### config.mk
export PLATFORM = sky130hd
export DESIGN_NAME = hm_error_logger
export DESIGN_NICKNAME = d
export VERILOG_FILES = /design/src/rtl/hm_error_logger.sv
export SDC_FILE = /design/constraint.sdc
export NUM_CORES = 1
export LEC_CHECK = 0
export BUFFER_PORTS_ARGS = -buffer_cell sky130_fd_sc_hd__buf_4
export CORE_ASPECT_RATIO = 1.1
export CORE_MARGIN = 2
export CORE_UTILIZATION = 60
export DETAILED_ROUTE_END_ITERATION = 6
export GPL_TIMING_DRIVEN = 1
export HOLD_SLACK_MARGIN = 0.06
export PLACE_DENSITY = 0.79
export SLEW_MARGIN = 25
export SYNTH_ARGS = -nofsm -noshare
export SYNTH_HDL_FRONTEND = slang
export SYNTH_SLANG_ARGS = --single-unit
### constraint.sdc
create_clock -name clk -period 6.3 [get_ports clk]
set_clock_uncertainty 0.2 [all_clocks]
set_input_delay 1.89 -clock clk [delete_from_list [all_inputs] [get_ports clk]]
set_output_delay 1.89 -clock clk [all_outputs]
set_load 0.05 [all_outputs]
### src/rtl/hm_error_logger.sv
// ============================================================================
//  Module   : hm_error_logger
//  Purpose  : Health-monitor error logger. Captures non-zero deadline-unit
//             error reports with guest id and timestamp into a first-word-
//             fall-through record FIFO, keeps saturating per-guest error
//             counters, and raises an interrupt to the hypervisor.
//  Revision : 1.0  initial release
// ============================================================================
`default_nettype none

module hm_error_logger #(
   parameter int DEPTH   = 8,
   parameter int TIME_W  = 32,
   parameter int GUEST_W = 3,
   parameter int ERR_W   = 3,
   parameter int CNT_W   = 8
) (
   input  logic                     clk,
   input  logic                     reset,
   input  logic                     enable,
   input  logic                     finish,
   input  logic [ERR_W-1:0]         tdi_error,
   input  logic [GUEST_W-1:0]       current_guest,
   input  logic [TIME_W-1:0]        current_time,
   output logic                     rec_valid,
   input  logic                     rec_ready,
   output logic [TIME_W-1:0]        rec_time,
   output logic [GUEST_W-1:0]       rec_guest,
   output logic [ERR_W-1:0]         rec_code,
   output logic [$clog2(DEPTH):0]   rec_count,
   output logic                     irq,
   input  logic                     irq_ack,
   output logic                     lost,
   input  logic [GUEST_W-1:0]       cnt_sel,
   output logic [CNT_W-1:0]         cnt_value,
   input  logic                     cnt_clear
);

   localparam int AW    = $clog2(DEPTH);
   localparam int CW    = AW + 1;
   localparam int NG    = 1 << GUEST_W;
   localparam int REC_W = TIME_W + GUEST_W + ERR_W;

   typedef enum logic [1:0] {
      IRQ_IDLE = 2'd0,
      IRQ_PEND = 2'd1,
      IRQ_SERV = 2'd2
   } irq_state_t;

   logic [REC_W-1:0] mem_q [DEPTH];
   logic [AW-1:0]    wr_ptr_q;
   logic [AW-1:0]    rd_ptr_q;
   logic [CW-1:0]    count_q;
   logic [CW-1:0]    count_d;
   logic             lost_q;
   logic [CNT_W-1:0] cnt_q [NG];
   irq_state_t       state_q;
   logic             irq_q;

   logic             ev;
   logic             full;
   logic             pop;
   logic             push;
   logic             drop;
   logic [REC_W-1:0] head;

   assign ev   = enable & finish & (tdi_error != '0);
   assign full = (count_q == CW'(DEPTH));
   assign pop  = rec_valid & rec_ready;
   // A push into a full FIFO is still accepted when the head leaves in the same cycle.
   assign push = ev & (~full | pop);
   assign drop = ev & full & ~pop;

   assign rec_valid = (count_q != '0);
   assign head      = mem_q[rd_ptr_q];
   // Outputs read as zero while empty so a reset clears them immediately.
   assign rec_time  = rec_valid ? head[REC_W-1 -: TIME_W]        : '0;
   assign rec_guest = rec_valid ? head[ERR_W +: GUEST_W]         : '0;
   assign rec_code  = rec_valid ? head[ERR_W-1:0]                : '0;
   assign rec_count = count_q;
   assign irq       = irq_q;
   assign lost      = lost_q;
   assign cnt_value = cnt_q[cnt_sel];

   // Next occupancy: simultaneous push and pop leave the count unchanged.
   always_comb begin
      count_d = count_q;
      if (push && !pop) begin
         count_d = count_q + CW'(1);
      end else if (pop && !push) begin
         count_d = count_q - CW'(1);
      end
   end

   // Record storage; contents need no reset because occupancy gates visibility.
   always_ff @(posedge clk) begin
      if (push) begin
         mem_q[wr_ptr_q] <= {current_time, current_guest, tdi_error};
      end
   end

   // FIFO pointers and occupancy; pointers wrap naturally at power-of-two DEPTH.
   always_ff @(posedge clk or negedge reset) begin
      if (!reset) begin
         wr_ptr_q <= '0;
         rd_ptr_q <= '0;
         count_q  <= '0;
      end else begin
         if (push) wr_ptr_q <= wr_ptr_q + AW'(1);
         if (pop)  rd_ptr_q <= rd_ptr_q + AW'(1);
         count_q <= count_d;
      end
   end

   // Sticky overflow flag; a drop in the same cycle as a clear keeps it set.
   always_ff @(posedge clk or negedge reset) begin
      if (!reset) begin
         lost_q <= 1'b0;
      end else if (drop) begin
         lost_q <= 1'b1;
      end else if (cnt_clear) begin
         lost_q <= 1'b0;
      end
   end

   // Per-guest saturating counters; clear plus increment of one guest yields 1.
   always_ff @(posedge clk or negedge reset) begin
      if (!reset) begin
         for (int g = 0; g < NG; g++) cnt_q[g] <= '0;
      end else begin
         for (int g = 0; g < NG; g++) begin
            if (cnt_clear && (cnt_sel == GUEST_W'(g))) begin
               cnt_q[g] <= (ev && (current_guest == GUEST_W'(g))) ? CNT_W'(1) : '0;
            end else if (ev && (current_guest == GUEST_W'(g)) && (cnt_q[g] != '1)) begin
               cnt_q[g] <= cnt_q[g] + CNT_W'(1);
            end
         end
      end
   end

   // Interrupt FSM. Leaving IDLE keys off the registered occupancy, so a
   // capture at edge N is seen at edge N+1 and irq rises after that edge.
   always_ff @(posedge clk or negedge reset) begin
      if (!reset) begin
         state_q <= IRQ_IDLE;
         irq_q   <= 1'b0;
      end else begin
         case (state_q)
            IRQ_IDLE: begin
               if (count_q != '0) begin
                  state_q <= IRQ_PEND;
                  irq_q   <= 1'b1;
               end
            end
            IRQ_PEND: begin
               if (irq_ack) begin
                  state_q <= IRQ_SERV;
                  irq_q   <= 1'b0;
               end
            end
            IRQ_SERV: begin
               if (push) begin
                  state_q <= IRQ_PEND;
                  irq_q   <= 1'b1;
               end else if (count_d == '0) begin
                  state_q <= IRQ_IDLE;
                  irq_q   <= 1'b0;
               end
            end
            default: begin
               state_q <= IRQ_IDLE;
               irq_q   <= 1'b0;
            end
         endcase
      end
   end

endmodule

`default_nettype wire

# Word-level counts from Yosys, hierarchy flattened
# Memory sizes are Yosys's and may differ from the RTL's.
# Cells that the tools add are included.
dict set report word_totals {
  elab_cells 156
  ram_bits 304
  output_inout_bits 53
  in_bits 48
  memories 1
  ff_bits 78
}
dict set report op_classes {
  n_eq_ne 28
  n_reduce_logical 44
  bitwise_logic 10
  n_addsub 12
  magnitude_cmp 1
  n_mux 46
}
# name depth width rd rd_clocked_by_memory_dff write_ports line
set memory_table {}
lappend memory_table {mem_q 8 38 1 0 1 50} ;# logic [REC_W-1:0] mem_q [DEPTH];
# op n
set ops {}
lappend ops {{$mux W8} 18}
lappend ops {{$add A8 B1 Y8 const B} 8}
lappend ops {{$ne A8 B8 Y1 const B} 8}
lappend ops {{$mux W32} 1}
lappend ops {{$logic_and A1 B1 Y1} 26}
lappend ops {{$bmux W8 S3} 1}
lappend ops {{$eq A3 B3 Y1 const B} 8}
lappend ops {{$reduce_bool A2 Y1} 9}
lappend ops {{$mux W1} 16}
lappend ops {{$eq A3 B2 Y1 const B} 4}
lappend ops {{$mux W2} 4}
lappend ops {{$mux W4} 2}
lappend ops {{$add A3 B1 Y3 const B} 2}
lappend ops {{$and A1 B1 Y1} 6}
lappend ops {{$eq A3 B1 Y1 const B} 2}
lappend ops {{$logic_not A3 Y1} 2}
lappend ops {{$mux W3} 2}
lappend ops {{$pmux W2 S3} 1}
lappend ops {{$add A4 B1 Y4 const B} 1}
lappend ops {{$eq A4 B4 Y1 const B} 1}
lappend ops {{$ge A4 B4 Y1 const B} 1}
lappend ops {{$logic_not A4 Y1} 1}
lappend ops {{$ne A2 B2 Y1 const B} 2}
lappend ops {{$not A3 Y4} 1}
lappend ops {{other kinds (12)} 14}

# Longest topological paths before layout
dict set report logic_depth {
  depth_word 12
  ltp_mapped 8
}

# Least setup slack after synthesis
# No wires, ideal clock.
dict set report synth_timing {
  path_kind {input to register}
  start {input tdi_error[1]}
  end {memory mem_q[1][0] (netlist name) (enable)}
  arrival_time_ns 5.505
  required_ns 5.620
  n_path_buf 1
  path_slack_ns 0.115
  cell_stages 5
  setup_ns 0.480
  cell_sequence {o311ai_4 clkbuf_1 a21oi_1 nand2_1 nor3_1}
}
dict set report synth_between {
  elab_chain_cells 5
}
# item line
set synth_rtl {}
lappend synth_rtl {{start, declared} 22} ;# input logic [ERR_W-1:0] tdi_error,
lappend synth_rtl {{$reduce_bool A3 Y1} 67} ;# assign ev = enable & finish & (tdi_error != '0);
lappend synth_rtl {{$and A1 B1 Y1} 67}
lappend synth_rtl {{$and A1 B1 Y1} 71} ;# assign push = ev & (~full | pop);
lappend synth_rtl {{$mux W1} 97} ;# if (push) begin
lappend synth_rtl {{$mux W1 (implied by the code)} 98} ;# mem_q[wr_ptr_q] <= {current_time, current_guest, tdi_error};
lappend synth_rtl {{end, declared} 50}
# Every way passes these cells.

# Worst setup path in the final report
dict set report layout_timing {
  start {input cnt_sel[0]}
  end {output cnt_value[0]}
}
dict set report layout_between {
  elab_chain_cells 4
}
# item line
set layout_rtl {}
lappend layout_rtl {{start, declared} 34} ;# input logic [GUEST_W-1:0] cnt_sel,
lappend layout_rtl {{$not A3 Y4 (implied by the code)} 83} ;# assign cnt_value = cnt_q[cnt_sel];
lappend layout_rtl {{$bmux W8 S3} 83}
lappend layout_rtl {{$mux W8 (implied by the code) (2 in a row)} 83}
lappend layout_rtl {{end, declared} 35} ;# output logic [CNT_W-1:0] cnt_value,
# Every way passes these cells. The select of a mux whose other input is x is not followed.

==> run_summary.xml <==
<?xml version="1.0" encoding="UTF-8"?>
<metrics>
  <group name="status">
    <metric name="outcome" unit="">complete, no violations</metric>
  </group>
  <group name="grt">
    <metric name="overall_overflow_remaining_after_global_route" unit="">0</metric>
    <metric name="largest_net_degree_at_the_start_of_global_routing" unit="">79</metric>
    <metric name="number_of_global_route_vias_before_repair" unit="">9317</metric>
    <metric name="grt_pass1_wl" unit="mm">53.9</metric>
    <metric name="grt_antenna_before_repair" unit="">0</metric>
    <metric name="track_usage" unit="">0.249</metric>
  </group>
  <group name="worst_setup_path">
    <metric name="reg_to_reg_startpoint" unit="">rec_count[1]</metric>
    <metric name="startpoint_type" unit="">primary input</metric>
    <metric name="setup.worst_path.start" unit="">cnt_sel[0]</metric>
    <metric name="path_max_fanout" unit="">22</metric>
    <metric name="cp_endpoint_kind" unit="">primary output</metric>
    <metric name="path_class" unit="">primary input to primary output</metric>
    <metric name="worst_ep_arrival_time" unit="ps">3230</metric>
    <metric name="worst_ep_required_time" unit="ps">4210</metric>
  </group>
  <group name="synth">
    <metric name="synth_enable_flop_cells" unit="">304</metric>
    <metric name="synth_fp_nets" unit="">1042</metric>
    <metric name="synthesized_area" unit="um^2">16300</metric>
    <metric name="synth_top_cell_by_area" unit="">sky130_fd_sc_hd__edfxtp_1</metric>
    <metric name="syn_avg_cell_area" unit="um^2">16.6</metric>
    <metric name="synth_sequential_area_ratio" unit="">0.681</metric>
    <metric name="synth.ff_latch_count" unit="">382</metric>
    <metric name="synthesis.instances" unit="">982</metric>
    <metric name="synth_ff_type" unit="">sky130_fd_sc_hd__edfxtp_1</metric>
    <metric name="area_share_of_the_largest_cell_type_after_synthesis" unit="">0.561</metric>
    <metric name="synth-warning-count" unit="">0</metric>
    <metric name="ys_types" unit="">50</metric>
    <metric name="asyncSetResetFlopFracSynth" unit="">0.204</metric>
    <metric name="synth_area_leaders" unit="">sky130_fd_sc_hd__edfxtp_1 56%, sky130_fd_sc_hd__mux4_2 13%, sky130_fd_sc_hd__dfrtp_1 12%, sky130_fd_sc_hd__mux2i_1 2.9%, sky130_fd_sc_hd__nor2_1 2.7%</metric>
  </group>
  <group name="timing">
    <metric name="fin_setup_tns" unit="ps">0</metric>
    <metric name="tightestPinTransition" unit="ps">884</metric>
    <metric name="fmax" unit="MHz">188</metric>
    <metric name="final.min_clock_period" unit="ps">5320</metric>
    <metric name="worst_slew_margin_rel" unit="">0.411</metric>
    <metric name="min_period_over_period" unit="">0.844</metric>
    <metric name="hold_viol" unit="">0</metric>
    <metric name="rsz0062_at_grt" unit="">false</metric>
    <metric name="slew_viol_final" unit="">0</metric>
    <metric name="setup_viol_count_final" unit="">0</metric>
  </group>
  <group name="clock_tree">
    <metric name="post_cts_hold_buffer_count" unit="">0</metric>
    <metric name="cts.sinks" unit="">382</metric>
    <metric name="clkTransAtPathRegs" unit="ps">60</metric>
    <metric name="root_buffer" unit="">sky130_fd_sc_hd__clkbuf_16</metric>
    <metric name="clk-insertion-delay-late" unit="ps">530</metric>
    <metric name="cts_bufs_inserted" unit="">37</metric>
    <metric name="cts_tree" unit="">done</metric>
    <metric name="maximum_buffer_depth_of_the_clock_tree" unit="">3</metric>
    <metric name="post_cts.resized_instances" unit="">0</metric>
    <metric name="post-cts-setup-buffers" unit="">0</metric>
    <metric name="cts_max_level" unit="">2</metric>
  </group>
  <group name="floorplan">
    <metric name="area_of_the_placeable_core" unit="um^2">26800</metric>
    <metric name="initial_core_util" unit="">0.607</metric>
    <metric name="num_rows" unit="">63</metric>
    <metric name="die_w" unit="um">161</metric>
    <metric name="die_h" unit="um">177</metric>
    <metric name="pin_count" unit="">101</metric>
    <metric name="floorplan.die_area" unit="um^2">28500</metric>
  </group>
  <group name="power_and_ir_drop">
    <metric name="powerDensity" unit="nW/um^2">438</metric>
    <metric name="worst_ir_drop_vdd" unit="V">0.000319</metric>
    <metric name="total_power" unit="mW">8.18</metric>
    <metric name="p_leak" unit="nW">6.65</metric>
  </group>
  <group name="min_path">
    <metric name="hold_path.startpoint" unit="">wr_ptr_q[0]</metric>
    <metric name="hold_class" unit="">register to register</metric>
  </group>
  <group name="final_layout">
    <metric name="finished_cell_area" unit="um^2">18700</metric>
    <metric name="layout-area-overhead-vs-synth" unit="%">14.9</metric>
    <metric name="diodes_inserted" unit="">0</metric>
    <metric name="seq_area" unit="um^2">11100</metric>
    <metric name="multi_input_comb_area" unit="um^2">5030</metric>
    <metric name="fillerInstances" unit="">1708</metric>
    <metric name="final_layout_size_suffix_gt1_frac" unit="">0.262</metric>
    <metric name="layout.nets" unit="">1155</metric>
  </group>
  <group name="place">
    <metric name="detail_placement_hpwl" unit="mm">21.0</metric>
    <metric name="portBuffers" unit="">100</metric>
    <metric name="dpl_cell_area" unit="um^2">17500</metric>
    <metric name="globalplace.congestion" unit="">0.892</metric>
  </group>
  <group name="drt">
    <metric name="drt_drc_violations_left" unit="">0</metric>
    <metric name="routed-via-count" unit="">9159</metric>
    <metric name="wl_per_cell" unit="um">23.5</metric>
    <metric name="dr.first_iter.drc_count" unit="">717</metric>
    <metric name="detail_route.first_pass.iterations" unit="">7</metric>
    <metric name="routed_via_density" unit="">6.18</metric>
    <metric name="drt.antenna.violating_nets" unit="">0</metric>
    <metric name="finalWirelength" unit="mm">34.8</metric>
  </group>
  <group name="job">
    <metric name="maxCapViolations" unit="">0</metric>
  </group>
</metrics>
Yosys cell counts, types with 7 or more instances:
cell type                  count
sky130_fd_sc_hd__a21oi_1      10
sky130_fd_sc_hd__ha_1         12
sky130_fd_sc_hd__nor3_1       22
sky130_fd_sc_hd__nor2_1      115
sky130_fd_sc_hd__nand2b_1      9
sky130_fd_sc_hd__mux4_2       92
sky130_fd_sc_hd__mux2i_1      47
sky130_fd_sc_hd__nand2_1      41
sky130_fd_sc_hd__xnor2_1      40
sky130_fd_sc_hd__buf_2         9
sky130_fd_sc_hd__or3_1         7
sky130_fd_sc_hd__nand3_1      20
sky130_fd_sc_hd__a211oi_1      7
sky130_fd_sc_hd__dfrtp_1      78
sky130_fd_sc_hd__nor4_1       17
sky130_fd_sc_hd__mux2_2       13
sky130_fd_sc_hd__clkbuf_1     25
sky130_fd_sc_hd__edfxtp_1    304
sky130_fd_sc_hd__and3_1        7
sky130_fd_sc_hd__nand4_1      13
sky130_fd_sc_hd__inv_1        16
sky130_fd_sc_hd__o21ai_0      12
sky130_fd_sc_hd__buf_1         8
worst max-delay path: stages:
cell and delay (ps):
sky130_fd_sc_hd__buf_4 290, sky130_fd_sc_hd__mux4_2 560, sky130_fd_sc_hd__mux2_2 280, sky130_fd_sc_hd__buf_4 190
cells by family (layout without fill, tap and decap cells):
logic type	Yosys count	count (layout)	share of synthesized area
AOI/OAI and AO/OA	58	58	0.0252
xor gates and xnor gates	46	46	0.0248
adders and majority gates	13	13	0.00984
buffers and inverters	58	200	0.0141
DFF	382	382	0.681
muxes	152	152	0.165
and+or+nand+nor	273	273	0.0798
state kept, by name (all words and copies together), names as in the netlist:
register	count
lost	1
cnt_q	64
wr_ptr_q	3
rd_ptr_q	3
mem_q	304
irq	1
rec_count	4
state_q	2
area by class of cell:
| class | count | share of cell area |
|---|---|---|
| repair buffers | 116 | 0.0475 |
| flip-flops and latches | 382 | 0.593 |
| well taps | 357 | 0.0239 |
| multi-input cells | 542 | 0.269 |
| clock buffers | 49 | 0.0541 |
| inverters | 16 | 0.00321 |
| clock inverters | 19 | 0.00924 |
layer usage:
| metal | wire length (um) | track usage |
|---|---|---|
| met4 | 805 | 0.0718 |
| met3 | 2100 | 0.0438 |
| met1 | 13700 | 0.332 |
| met5 | 0 | 0 |
| met2 | 18100 | 0.430 |
placed cells by master, fill, tap and decap left out, types with 3 or more instances in the layout:
master and count:
sky130_fd_sc_hd__nand4b_1 3, sky130_fd_sc_hd__nor3_1 19, sky130_fd_sc_hd__o21ai_0 12, sky130_fd_sc_hd__nor4_1 17
sky130_fd_sc_hd__a31oi_1 5, sky130_fd_sc_hd__clkbuf_16 38, sky130_fd_sc_hd__nand3_1 20, sky130_fd_sc_hd__nor2_4 6
sky130_fd_sc_hd__nand3b_1 5, sky130_fd_sc_hd__xor2_1 6, sky130_fd_sc_hd__clkinv_2 10, sky130_fd_sc_hd__nor3_2 3
sky130_fd_sc_hd__o22ai_1 3, sky130_fd_sc_hd__mux2_2 13, sky130_fd_sc_hd__nand4_1 13, sky130_fd_sc_hd__a21oi_1 10
sky130_fd_sc_hd__mux2i_1 47, sky130_fd_sc_hd__ha_1 12, sky130_fd_sc_hd__buf_4 114, sky130_fd_sc_hd__clkinv_1 3
sky130_fd_sc_hd__inv_1 16, sky130_fd_sc_hd__nand2b_1 9, sky130_fd_sc_hd__xnor2_1 40, sky130_fd_sc_hd__edfxtp_1 304
sky130_fd_sc_hd__dfrtp_1 75, sky130_fd_sc_hd__clkbuf_1 9, sky130_fd_sc_hd__nor3b_1 5, sky130_fd_sc_hd__or3_1 7
sky130_fd_sc_hd__a211oi_1 7, sky130_fd_sc_hd__and3_1 7, sky130_fd_sc_hd__o211ai_1 3, sky130_fd_sc_hd__nor2_1 109
sky130_fd_sc_hd__nand2_1 41, sky130_fd_sc_hd__mux4_2 92
stage by stage:
stage / hold WS (ps) / utilization / std cells / setup WS [ps]
floorplan: 258 / - / 982 / 115
global placement: 323 / 0.653 / 1413 / 996
detailed placement: 323 / 0.653 / 1413 / 984
CTS: 339 / 0.697 / 1481 / 976
global route: 359 / 0.698 / 1481 / 934
finish: 342 / 0.698 / 1481 / 982
worst paths after layout:
check	end	cells past startpoint	slack, ps
worst max-delay path	cnt_value[0]	4	980
worst min-delay path	wr_ptr_q[0]	1	340
worst max register to register	mem_q[6][23]	7	2610
worst min register to register	wr_ptr_q[0]	1	340
max in group asynchronous	rd_ptr_q[1]	1	4140
min in group asynchronous	cnt_q[51]	1	1190
report_power, final:
part | switching, mW | leakage [nW] | internal (mW)
Combinational | 1.70 | 2.28 | 1.09
Clock | 0.919 | 0.582 | 1.23
Sequential | 0.313 | 3.79 | 2.93
Total | 2.93 | 6.65 | 5.25
(Power assumes the default switching activity.)
